<file path="src/rtl/i2c_bus_event.sv">
`default_nettype none
// ============================================================================
// Module   : i2c_bus_event
// Brief    : Deglitches synchronised SCL/SDA and emits bus events, busy flag
//            and per-bit sample strobes for the I2C byte engines.
// Revision : 1.0
// ============================================================================
module i2c_bus_event #(
    parameter int unsigned FILT_CYCLES    = 3,
    parameter int unsigned TIMEOUT_CYCLES = 0
) (
    input  logic       clk,
    input  logic       rst_n,
    input  logic       scl_i,
    input  logic       sda_i,
    output logic       scl_f,
    output logic       sda_f,
    output logic       scl_rise,
    output logic       scl_fall,
    output logic       start_det,
    output logic       rstart_det,
    output logic       stop_det,
    output logic       busy,
    output logic       bit_vld,
    output logic       bit_val,
    output logic [3:0] bit_idx
);

    localparam int unsigned FCW = (FILT_CYCLES > 1) ? $clog2(FILT_CYCLES) : 1;
    localparam int unsigned TCW = 16;
    localparam logic [FCW-1:0] C_FILT_LAST = FCW'(FILT_CYCLES - 1);
    localparam logic [TCW-1:0] C_TMO_LIMIT = TCW'(TIMEOUT_CYCLES);
    localparam logic [3:0]     C_ACK_IDX   = 4'd8;

    typedef enum logic [0:0] {
        ST_IDLE = 1'b0,
        ST_BUSY = 1'b1
    } state_t;

    // Lane 1 is SCL, lane 0 is SDA.
    logic [1:0] line_in;
    logic [1:0] lvl_q;
    logic [1:0] lvl_d;

    assign line_in = {scl_i, sda_i};

    genvar gi;
    generate
        for (gi = 0; gi < 2; gi++) begin : g_filt
            logic [FCW-1:0] cnt_q;
            logic [FCW-1:0] cnt_d;
            logic           lane_q;
            logic           lane_d;

            always_comb begin
                lane_d = lane_q;
                cnt_d  = '0;
                if (line_in[gi] != lane_q) begin
                    if (cnt_q == C_FILT_LAST) begin
                        lane_d = line_in[gi];
                    end else begin
                        cnt_d = cnt_q + 1'b1;
                    end
                end
            end

            always_ff @(posedge clk or negedge rst_n) begin
                if (!rst_n) begin
                    cnt_q  <= '0;
                    lane_q <= 1'b1;
                end else begin
                    cnt_q  <= cnt_d;
                    lane_q <= lane_d;
                end
            end

            assign lvl_q[gi] = lane_q;
            assign lvl_d[gi] = lane_d;
        end
    endgenerate

    logic scl_q;
    logic sda_q;
    logic scl_d;
    logic sda_d;

    assign scl_q = lvl_q[1];
    assign sda_q = lvl_q[0];
    assign scl_d = lvl_d[1];
    assign sda_d = lvl_d[0];

    // Events are decoded from the next filtered levels so the registered
    // pulses line up with the first cycle showing the new level.
    logic ev_scl_rise;
    logic ev_scl_fall;
    logic ev_start;
    logic ev_stop;

    assign ev_scl_rise = ~scl_q &  scl_d;
    assign ev_scl_fall =  scl_q & ~scl_d;
    assign ev_start    =  scl_q &  scl_d &  sda_q & ~sda_d;
    assign ev_stop     =  scl_q &  scl_d & ~sda_q &  sda_d;

    state_t         state_q;
    logic [TCW-1:0] tmo_cnt_q;
    logic [TCW-1:0] tmo_cnt_d;
    logic           tmo_hit;
    logic           scl_rise_q;
    logic           scl_fall_q;
    logic           start_q;
    logic           rstart_q;
    logic           stop_q;
    logic           busy_q;
    logic           bit_vld_q;
    logic           bit_val_q;
    logic [3:0]     idx_q;

    always_comb begin
        tmo_cnt_d = '0;
        tmo_hit   = 1'b0;
        if ((TIMEOUT_CYCLES != 0) && (state_q == ST_BUSY) && scl_q && sda_q) begin
            tmo_cnt_d = tmo_cnt_q + 1'b1;
            tmo_hit   = (tmo_cnt_d == C_TMO_LIMIT);
        end
    end

    always_ff @(posedge clk or negedge rst_n) begin
        if (!rst_n) begin
            state_q    <= ST_IDLE;
            tmo_cnt_q  <= '0;
            scl_rise_q <= 1'b0;
            scl_fall_q <= 1'b0;
            start_q    <= 1'b0;
            rstart_q   <= 1'b0;
            stop_q     <= 1'b0;
            busy_q     <= 1'b0;
            bit_vld_q  <= 1'b0;
            bit_val_q  <= 1'b0;
            idx_q      <= 4'd0;
        end else begin
            scl_rise_q <= ev_scl_rise;
            scl_fall_q <= ev_scl_fall;
            start_q    <= ev_start;
            stop_q     <= ev_stop;
            rstart_q   <= ev_start && (state_q == ST_BUSY);
            bit_vld_q  <= ev_scl_rise && (state_q == ST_BUSY);
            if (ev_scl_rise && (state_q == ST_BUSY)) begin
                bit_val_q <= sda_d;
            end

            // The index shown with a bit strobe advances on the following cycle.
            if (ev_start) begin
                idx_q <= 4'd0;
            end else if (bit_vld_q) begin
                idx_q <= (idx_q == C_ACK_IDX) ? 4'd0 : idx_q + 4'd1;
            end

            tmo_cnt_q <= tmo_hit ? '0 : tmo_cnt_d;

            case (state_q)
                ST_IDLE: begin
                    if (ev_start) begin
                        state_q <= ST_BUSY;
                        busy_q  <= 1'b1;
                    end
                end
                ST_BUSY: begin
                    if (ev_stop || (tmo_hit && !ev_start)) begin
                        state_q <= ST_IDLE;
                        busy_q  <= 1'b0;
                    end
                end
                default: begin
                    state_q <= ST_IDLE;
                    busy_q  <= 1'b0;
                end
            endcase
        end
    end

    assign scl_f      = scl_q;
    assign sda_f      = sda_q;
    assign scl_rise   = scl_rise_q;
    assign scl_fall   = scl_fall_q;
    assign start_det  = start_q;
    assign rstart_det = rstart_q;
    assign stop_det   = stop_q;
    assign busy       = busy_q;
    assign bit_vld    = bit_vld_q;
    assign bit_val    = bit_val_q;
    assign bit_idx    = idx_q;

endmodule
`default_nettype wire

</file>
<file path="config.mk">
export PLATFORM = sky130hd
export DESIGN_NAME = i2c_bus_event
export DESIGN_NICKNAME = d
export VERILOG_FILES = /design/src/rtl/i2c_bus_event.sv
export SDC_FILE = /design/constraint.sdc
export NUM_CORES = 1
export LEC_CHECK = 0
export ABC_AREA = 1
export BUFFER_PORTS_ARGS = -buffer_cell sky130_fd_sc_hd__buf_2
export CAP_MARGIN = 5
export CORE_MARGIN = 10
export CORE_UTILIZATION = 46
export DETAILED_ROUTE_END_ITERATION = 10
export PLACE_DENSITY = 0.73
export SYNTH_ARGS = -nofsm -noshare
export SYNTH_HDL_FRONTEND = slang
export SYNTH_SLANG_ARGS = --single-unit
</file>
<file path="constraint.sdc">
create_clock -name clk -period 1.1 [get_ports clk]
set_input_delay 0.165 -clock clk [delete_from_list [all_inputs] [get_ports clk]]
set_output_delay 0.165 -clock clk [all_outputs]
set_load 0.1 [all_outputs]
</file>
; Yosys cells after proc, flatten, opt, wreduce, memory -nomap -nowiden
; Cells that the tools add are included.
[word_totals]
elab_cells = 57
inputBits = 4
output_inout_bits = 14
reg_bits = 19
[op_classes]
addsub = 3
bitwise_logic = 12
eq_ne = 7
n_reduce_logical = 4
mux = 17
[op_table]
columns = operator, n
row1 = 4-bit 2-to-1 mux, 3
row2 = 1-bit 2-to-1 mux, 8
row3 = 2-bit 2-to-1 mux, 4
row4 = 1-bit AND, 7
row5 = 1-bit inverter, 5
row6 = 2-bit by 1-bit adder with 2-bit output (second input constant), 2
row7 = 4-bit by 1-bit adder with 4-bit output (second input constant), 1
row8 = 2-bit equality test (second input constant), 2
row9 = 4-bit equality test (second input constant), 1
row10 = 2-bit != test (second input constant), 2
row11 = 1-bit case mux with 2 select lines, 2
row12 = 1-bit logical AND, 2
row13 = 1-bit != test, 2
row14 = 2-bit AND reduction, 1
row15 = 2-bit nonzero test, 1

; Logic depth before layout (Yosys ltp)
; Gate-level depths: netlist of the first run.
[depth]
word_depth = 8
depth_mapped = 6
ltp_nobuf = 6

; Worst setup path before layout of the first run
; Ideal clock, no wire load.
[synth_timing]
path_type = reg-to-reg
startpoint = register bit_vld_q (netlist: bit_vld)
endpoint = register idx_q[3] (netlist: bit_idx[3])
path_stages_with_launch = 5
path_slack_ps = -642
setup_time_ps = 73
t_arrival_ps = 1669
n_path_buf = 1
synth_period_minus_slack_ps = 1742
required_ps = 1027
cell_sequence = dfrtp_1 buf_4 nand4_1 or2_0 a21oi_2
[synth_between]
elab_chain_len = 1
[synth_lines]
columns = item, line_no
row1 = start: declaration, 114  ; logic bit_vld_q;
row2 = start signal: assignment, 146  ; bit_vld_q <= ev_scl_rise && (state_q == ST_BUSY);
row3 = 2-bit nonzero test (no line), --
row4 = end signal: assignment, 155  ; idx_q <= (idx_q == C_ACK_IDX) ? 4'd0 : idx_q + 4'd1;
row5 = end: declaration, 116  ; logic [3:0] idx_q;
; No other way between the ends.
; A chain may end at the register's enable or synchronous reset.

; Worst setup path after layout of the first run
[layout_timing]
startpoint = register g_filt[0].lane_q (netlist: sda_f)
endpoint = register busy_q (netlist: busy)
[layout_between]
elab_chain_len = 6
elab_cells_between_ends = 12
cone_classes = eq/ne: 3 / mux: 2 / bitwise: 6 / reduce/logical: 1
[layout_lines]
columns = item, line_no
row1 = start: declaration, 52  ; logic lane_q;
row2 = start signal: assignment, 73  ; lane_q <= lane_d;
row3 = 1-bit 2-to-1 mux / 1-bit != test (equally long branches), "59, 58"
row4 = 1-bit 2-to-1 mux, 58  ; if (line_in[gi] != lane_q) begin
row5 = 1-bit inverter, 101  ; assign ev_start = scl_q & scl_d & sda_q & ~sda_d;
row6 = 1-bit AND, 101
row7 = 2-bit != test (no line), --
row8 = 2-bit AND reduction (no line) *, --
row9 = end signal: assignment, 136  ; busy_q <= 1'b0;
row10 = end signal: assignment, 164  ; busy_q <= 1'b1;
row11 = end signal: assignment, 170  ; busy_q <= 1'b0;
row12 = end: declaration, 113  ; logic busy_q;
; Mark *: on every way between the ends. The rest lies on a longest branch, timed or not.

==> results of run 1 <==
-- metal layers --
metal | share of wire, % | wire length (um) | global-route usage, % | vias to the layer above
li1 | - | - | - | 356
met1 | 38 | 947 | 12.0 | 370
met2 | 56 | 1390 | 21.3 | 19
met3 | 4.0 | 98 | 3.76 | 8
met4 | 1.7 | 43 | 3.63 | 0
met5 | 0 | 0 | 0 | -
-- placed cells by master, fill, tap and decap left out, types with 2 or more instances in the layout --
cell type   n
buf_12     14
dfrtp_1    12
inv_1      11
buf_4      10
buf_6       9
nand2_1     7
nor2_4      5
nor2_1      4
nor3_2      4
o21ai_1     3
nand2_4     3
nand4_1     3
a21oi_2     3
nand3_1     3
nor2_2      3
dfrtp_4     3
clkbuf_4    3
buf_2       3
inv_2       2
nand3_2     2
nor3_4      2
ha_1        2
dfrtp_2     2
dfstp_4     2
-- how the worst max path moves through the flow --
stage                      startpoint                endpoint  slack, ns  depth (start not counted)
6_report              sda_f$_DFF_PN1_        busy$_DFFE_PN0P_      -0.28                          5
3_5_place_dp   bit_idx[1]$_DFFE_PN0P_  bit_idx[0]$_DFFE_PN0P_      -0.12                          5
2_1_floorplan         scl_f$_DFF_PN1_  bit_idx[3]$_DFFE_PN0P_      -0.25                          3
5_1_grt               sda_f$_DFF_PN1_        busy$_DFFE_PN0P_      -0.33                          5
4_1_cts               scl_f$_DFF_PN1_                   scl_f      -0.26                          2
3_3_place_gp   bit_idx[1]$_DFFE_PN0P_  bit_idx[0]$_DFFE_PN0P_      -0.07                          5
-- layout make-up --
| class | instances | area (um2) | area share [%] |
|---|---|---|---|
| clock buffers | 4 | 26.3 | 1.71 |
| inverters | 14 | 55.1 | 3.58 |
| repair buffers | 37 | 482 | 31.4 |
| well taps | 25 | 31.3 | 2.04 |
| multi-input cells | 52 | 443 | 28.8 |
| flip-flops and latches | 19 | 499 | 32.5 |
-- cells by family after synthesis --
family | Yosys count
AND/OR/NAND/NOR | 41
AO/OA/AOI/OAI | 8
adder cells (fa/ha/maj) | 2
flip-flops | 19
XOR/XNOR | 1
buffers and inverters | 15
-- synthesized netlist by cell type (2+ instances only) --
master    n
o21ai_0   2
o21ai_1   2
nor2_1    9
dfstp_2   2
nor2_2    3
nand3_1   4
ha_1      2
inv_1    13
a21oi_1   3
dfrtp_1  17
nor3_1    5
nand2_2   3
nand2_1   9
nand4_1   3
-- power by group through the flow --
stage,combinational [W],clock (W),sequential (W)
2_1_floorplan,0.000550,0,0.00238
3_3_place_gp,0.00265,0,0.00128
3_5_place_dp,0.00270,0,0.00130
4_1_cts,0.00317,0.000339,0.00125
5_1_grt,0.00368,0.000372,0.00133
6_report,0.00351,0.000344,0.00128
-- worst min-delay path, stage by stage --
cell     delay, ns
buf_2         0.14
xnor2_4       0.14
nor3_2        0.04
-- what timing repair did --
item | in CTS | in global routing
hold endpoints to repair | 17 | 0
pin swaps | 3 | 7
endpoints found under the setup margin | 18 | 25
resized for setup | 22 | 18
buffers inserted | 9 | 5
hold buffers | 1 | 0
-- through the flow --
step / hold slack [ns] / setup TNS [ns] / worst slack (ns) / utilization (%)
global route: 0.224 / -4.18 / -0.330 / 89.0
finish: 0.212 / -3.36 / -0.285 / 89.0
floorplan: -0.131 / -2.03 / -0.255 / -
detailed placement: 0.114 / -0.534 / -0.123 / 71.7
CTS: 0.167 / -2.85 / -0.256 / 82.4
global placement: 0.111 / -0.327 / -0.0722 / 71.7
==> flow_summary.toml, run 1 <==
[cells_and_area]
final_cell_area_mm2 = 0.00154
stdcell_count = 151
final.fill_count = 82
area_delta_synth_final_pct = 84.4
nNetsFinal = 133
layout-drive-gt1-share_pct = 60.3
antenna_cells = 0

[setup_path]
rr_endpoint = "busy$_DFFE_PN0P_"
startpoint_type = "flop"
path_max_fanout = 4
path_delay_family = "flip-flops"
timing.critical_path.arrival_ns = 1.62
timing.setup.critical_path_class = "reg -> reg"
rr_worst_depth = 5
worstPathBufferInverterCount = 1
cp_cell_sequence = "buf_6 -> nand2_8 -> nor2_4 -> nand4_1 -> a21oi_2"
ff2ff_setup_slack_ns = -0.28
slowest_stage = "dfstp_4"
reg2reg_start = "sda_f$_DFF_PN1_"
cp_data_required_time_ns = 1.33
critical_path.endpoint_type = "flop"
critical_path.max_stage_delay_ns = 0.64

[die]
die_w_um = 62.6
row_count = 15
floorplan.initialDensity_pct = 48.3
core-area_mm2 = 0.00173
design.portCount = 18
die_area_mm2 = 0.00391
die-height_um = 62.6

[synth]
ys_seq_elements = 19
yosys.area_share.simple_pct = 26.1
area_fraction_in_compound_gates_after_synthesis_pct = 5.26
synth.largest_area_cell = "dfrtp_1"
synth_top_area_share_pct = 51.1
synth_seq_area_share_pct = 57.4
post_syn_area_um2 = 833
cell_variety_after_synth = 23
synth_edf_count = 0
synth.avg_cell_area_um2 = 9.69
yosys_warnings = 0
synthTopCellsByArea = "dfrtp_1, dfstp_2, inv_1, nand2_1, nor2_1"
synth_top_family_by_area = "simple AND/OR/NAND/NOR gates"
ys_dominant_reg_cell = "dfrtp_1"
synth_xor_area_share_pct = 1.05
post_synth_mux_area_share_pct = 0
mappedNetlistNets = 92
asyncSetResetFlopFracSynth_pct = 100
synth-adder-area-share_pct = 3.00
post_synth_inst_count = 86

[clock_tree]
numCtsBuffers = 3
clk_latency_worst_skew_pair_ns = 0.30
cts.sink_count = 19
cts.clk_slew.worst_paths_ns = 0.10
cts.root.buffer_cell = "clkbuf_4"
h-tree-depth = 1
cts_tree = "built"
max_clock_buf_depth = 2

[min_path]
holdCritPathClass = "in -> reg"
worst_hold_path_ep = "g_filt[1].cnt_q[1]$_DFF_PN0_"
hp-start = "scl_i"
hold-path-cell-count = 3

[route]
drt_wl_total_mm = 2.48
drt-pass1-iter-count = 4
route.vias.total = 753
via_density_per_instance = 4.99
routed_wire_length_per_instance_um = 16.4
drtIter0Drc = 5
route.detailed.drc = 0
count_of_antenna_violating_nets_left_after_detailed_routing = 0

[job]
maxCapViolCount = 0

[grt]
global_route.overflow_total = 0
first_global_vias = 786
track_usage_pct = 11.6
grt_pass1_wl_mm = 3.75
maximum_number_of_pins_on_one_net_before_global_route_repair = 20
antenna_found_initial = 0

[timing]
finalHoldViolCount = 0
final.period_utilization_pct = 126
finalSetupViolCount = 19
report.final.slew_viol_count = 0
finalWorstPathRequiredPeriod_ns = 1.38
slew_headroom_pct = 71.7
grt_setup_unrepaired = "true"
maxClockFrequency_mhz = 722
setup_skew_after_layout_ns = 0.00517
worstMarginPinSlew_ns = 0.425
worst_slack_ns = -0.285

[power]
ir_worst_vdd_mv = 2.84
total_leakage_power_nw = 0.702
switching_share_pct = 50.1
power_density_mw_per_mm2 = 3350
power.combinational.fraction_pct = 68.3
power.switching_w = 0.00258
internal_power_w = 0.00257
fraction_of_power_consumed_by_the_clock_network_pct = 6.7
seqPwrFrac_pct = 25.0
totalPowerFinal_w = 0.00514

[place]
buffer_ports.inserted = 17
place.detailed.hpwl_mm = 1.45
detailed_place.area_mm2 = 0.00124
dpl.cell_count = 133
routabilityCongestion = 0.744

[status]
status = "complete, but fails checks"
failing_checks = "setup timing"
Note: power is estimated with default switching activity, not from simulation.
==> run 2: changes to the inputs <==
REMOVE_ABC_BUFFERS = 1   (was default)
==> run 2 against run 1 <==
Net effect:
- the run still ends with setup timing left
- final area down 8.0%
- via count down 2.9%
- global-route usage down 0.40 points
- core utilization down 7.1 points
- count of clock-buffer cells in the layout down 1
- wire length down 9.2%
- fmax up 7.5%
- critical path type is now reg -> out
- setup slack better by 0.097 ns
- sequential cell count unchanged
- register-to-register slack better by 0.10 ns
- largest cell class unchanged
==> flow_summary.toml, run 2 (same netlist as run 1, synthesis figures left out) <==
[cells_and_area]
final_cell_mix = "dfrtp_1, buf_12, inv_1"
antenna_cells = 0
nNetsFinal = 131
final_cell_area_mm2 = 0.00141
area_delta_synth_final_pct = 69.7
layout-drive-gt1-share_pct = 52.4
final_core_utilization_pct = 81.9

[die]
die_w_um = 62.6
floorplan.initialDensity_pct = 48.3
die-height_um = 62.6
die_area_mm2 = 0.00391
row_count = 15
core-area_mm2 = 0.00173
design.portCount = 18

[setup_path]
timing.setup.critical_path_class = "reg -> out"
critical_path.max_stage_delay_ns = 0.56
critical_path.endpoint_type = "output port"
rr_endpoint = "bit_idx[1]$_DFFE_PN0P_"
ff2ff_setup_slack_ns = -0.18
cp_data_required_time_ns = 0.94
cp_cell_sequence = "buf_6 -> buf_12"
reg2reg_start = "scl_f$_DFF_PN1_"
slowest_stage = "dfstp_2"
startpoint_type = "flop"
timing.critical_path.arrival_ns = 1.12
cp-startpoint = "scl_f$_DFF_PN1_"
rr_worst_depth = 5
path_max_fanout = 2

[clock_tree]
max_clock_buf_depth = 2
cts.sink_count = 19
clk_latency_worst_skew_pair_ns = 0.30
cts_tree = "built"
h-tree-depth = 1
numCtsBuffers = 3
cts.root.buffer_cell = "clkbuf_4"
cts.clk_slew.worst_paths_ns = 0.11

[min_path]
hold-path-cell-count = 3
worst_hold_path_ep = "g_filt[1].cnt_q[1]$_DFF_PN0_"
hp-start = "scl_i"
holdCritPathClass = "in -> reg"

[timing]
fin_hold_ws_ns = 0.179
grt_setup_unrepaired = "true"
maxClockFrequency_mhz = 776
worst_slack_ns = -0.188
finalSetupViolCount = 17
finalWorstPathRequiredPeriod_ns = 1.29
final.period_utilization_pct = 117
worstMarginPinSlew_ns = 0.404
slew_headroom_pct = 73.1
setup_skew_after_layout_ns = 0.00236
report.final.slew_viol_count = 0
finalHoldViolCount = 0

[route]
drtIter0Drc = 14
count_of_antenna_violating_nets_left_after_detailed_routing = 0
drt_wl_total_mm = 2.25
via_density_per_instance = 4.91
drt-pass1-iter-count = 4
route.vias.total = 731
route.detailed.drc = 0
routed_wire_length_per_instance_um = 15.1

[status]
failing_checks = "setup timing"
status = "complete, but fails checks"

[grt]
antenna_found_initial = 0
grt_pass1_wl_mm = 3.53
grt_util_met2_pct = 21.3
busiest_layer = "met2"
maximum_number_of_pins_on_one_net_before_global_route_repair = 20
global_route.overflow_total = 0
gr-usage-met1_pct = 10.6
track_usage_pct = 11.1
first_global_vias = 748
met3_usage_pct = 4.12

[place]
place.detailed.hpwl_mm = 1.46
buffer_ports.inserted = 17
pre_cts_ws_ns = -0.0694
routabilityCongestion = 0.761
detailed_place.area_mm2 = 0.00120

[job]
maxCapViolCount = 0
run 2: cell types whose count changed in the layout (fill, tap and decap cells not counted), sizes merged:
cell,previous run,this run
buf,36,34
clkbuf,4,3
clkinv,0,1
run 2: area by class of cell:
cell class,count,area [um2]
clock buffer,3,22.5
clock inverter,1,5.00
fill,96,313
inverter,14,52.6
multi-input combinational,52,365
sequential,19,482
tap,25,31.3
timing repair buffer,35,455
run 2: worst max-delay path by stage:
stage                                        end  depth (start not counted)
after floorplan           bit_idx[1]$_DFFE_PN0P_                          4
after global placement    bit_idx[0]$_DFFE_PN0P_                          5
after detailed placement  bit_idx[2]$_DFFE_PN0P_                          3
after CTS                                  scl_f                          2
after global routing                       sda_f                          2
final                                      scl_f                          2
run 2: per-layer routing:
layer	routed length [um]	share of wire [%]	up-vias
li1	-	-	351
met1	857	38	346
met2	1180	52	28
met3	168	7.5	6
met4	42	1.9	0
met5	0	0	-
run 2: through the flow:
| stage | instances | TNS, ns |
|---|---|---|
| 6_report | 149 | -1.53 |
| 5_1_grt | 149 | -2.37 |
| 4_1_cts | 146 | -1.40 |
| 3_5_place_dp | 133 | -0.349 |
| 3_3_place_gp | 133 | -0.00516 |
| 2_1_floorplan | 85 | -5.69 |
run 2: worst max-delay path: cells and delay by family, from the launching register on:
kind | cells | cell delay [ns]
buffers and inverters | 2 | 0.26
flip-flops | 1 | 0.56
run 2: what timing repair did:
item,CTS,global route
resized for setup,9,17
setup buffers,8,3
hold endpoints to repair,17,0
hold buffers,1,0
gates cloned,0,0
pin swaps,1,5
endpoints found under the setup margin,14,23
Power of run 2 is left out: the tool's default activity adds up to more than one toggle a clock period on the data nets, which glitch-free logic cannot reach.
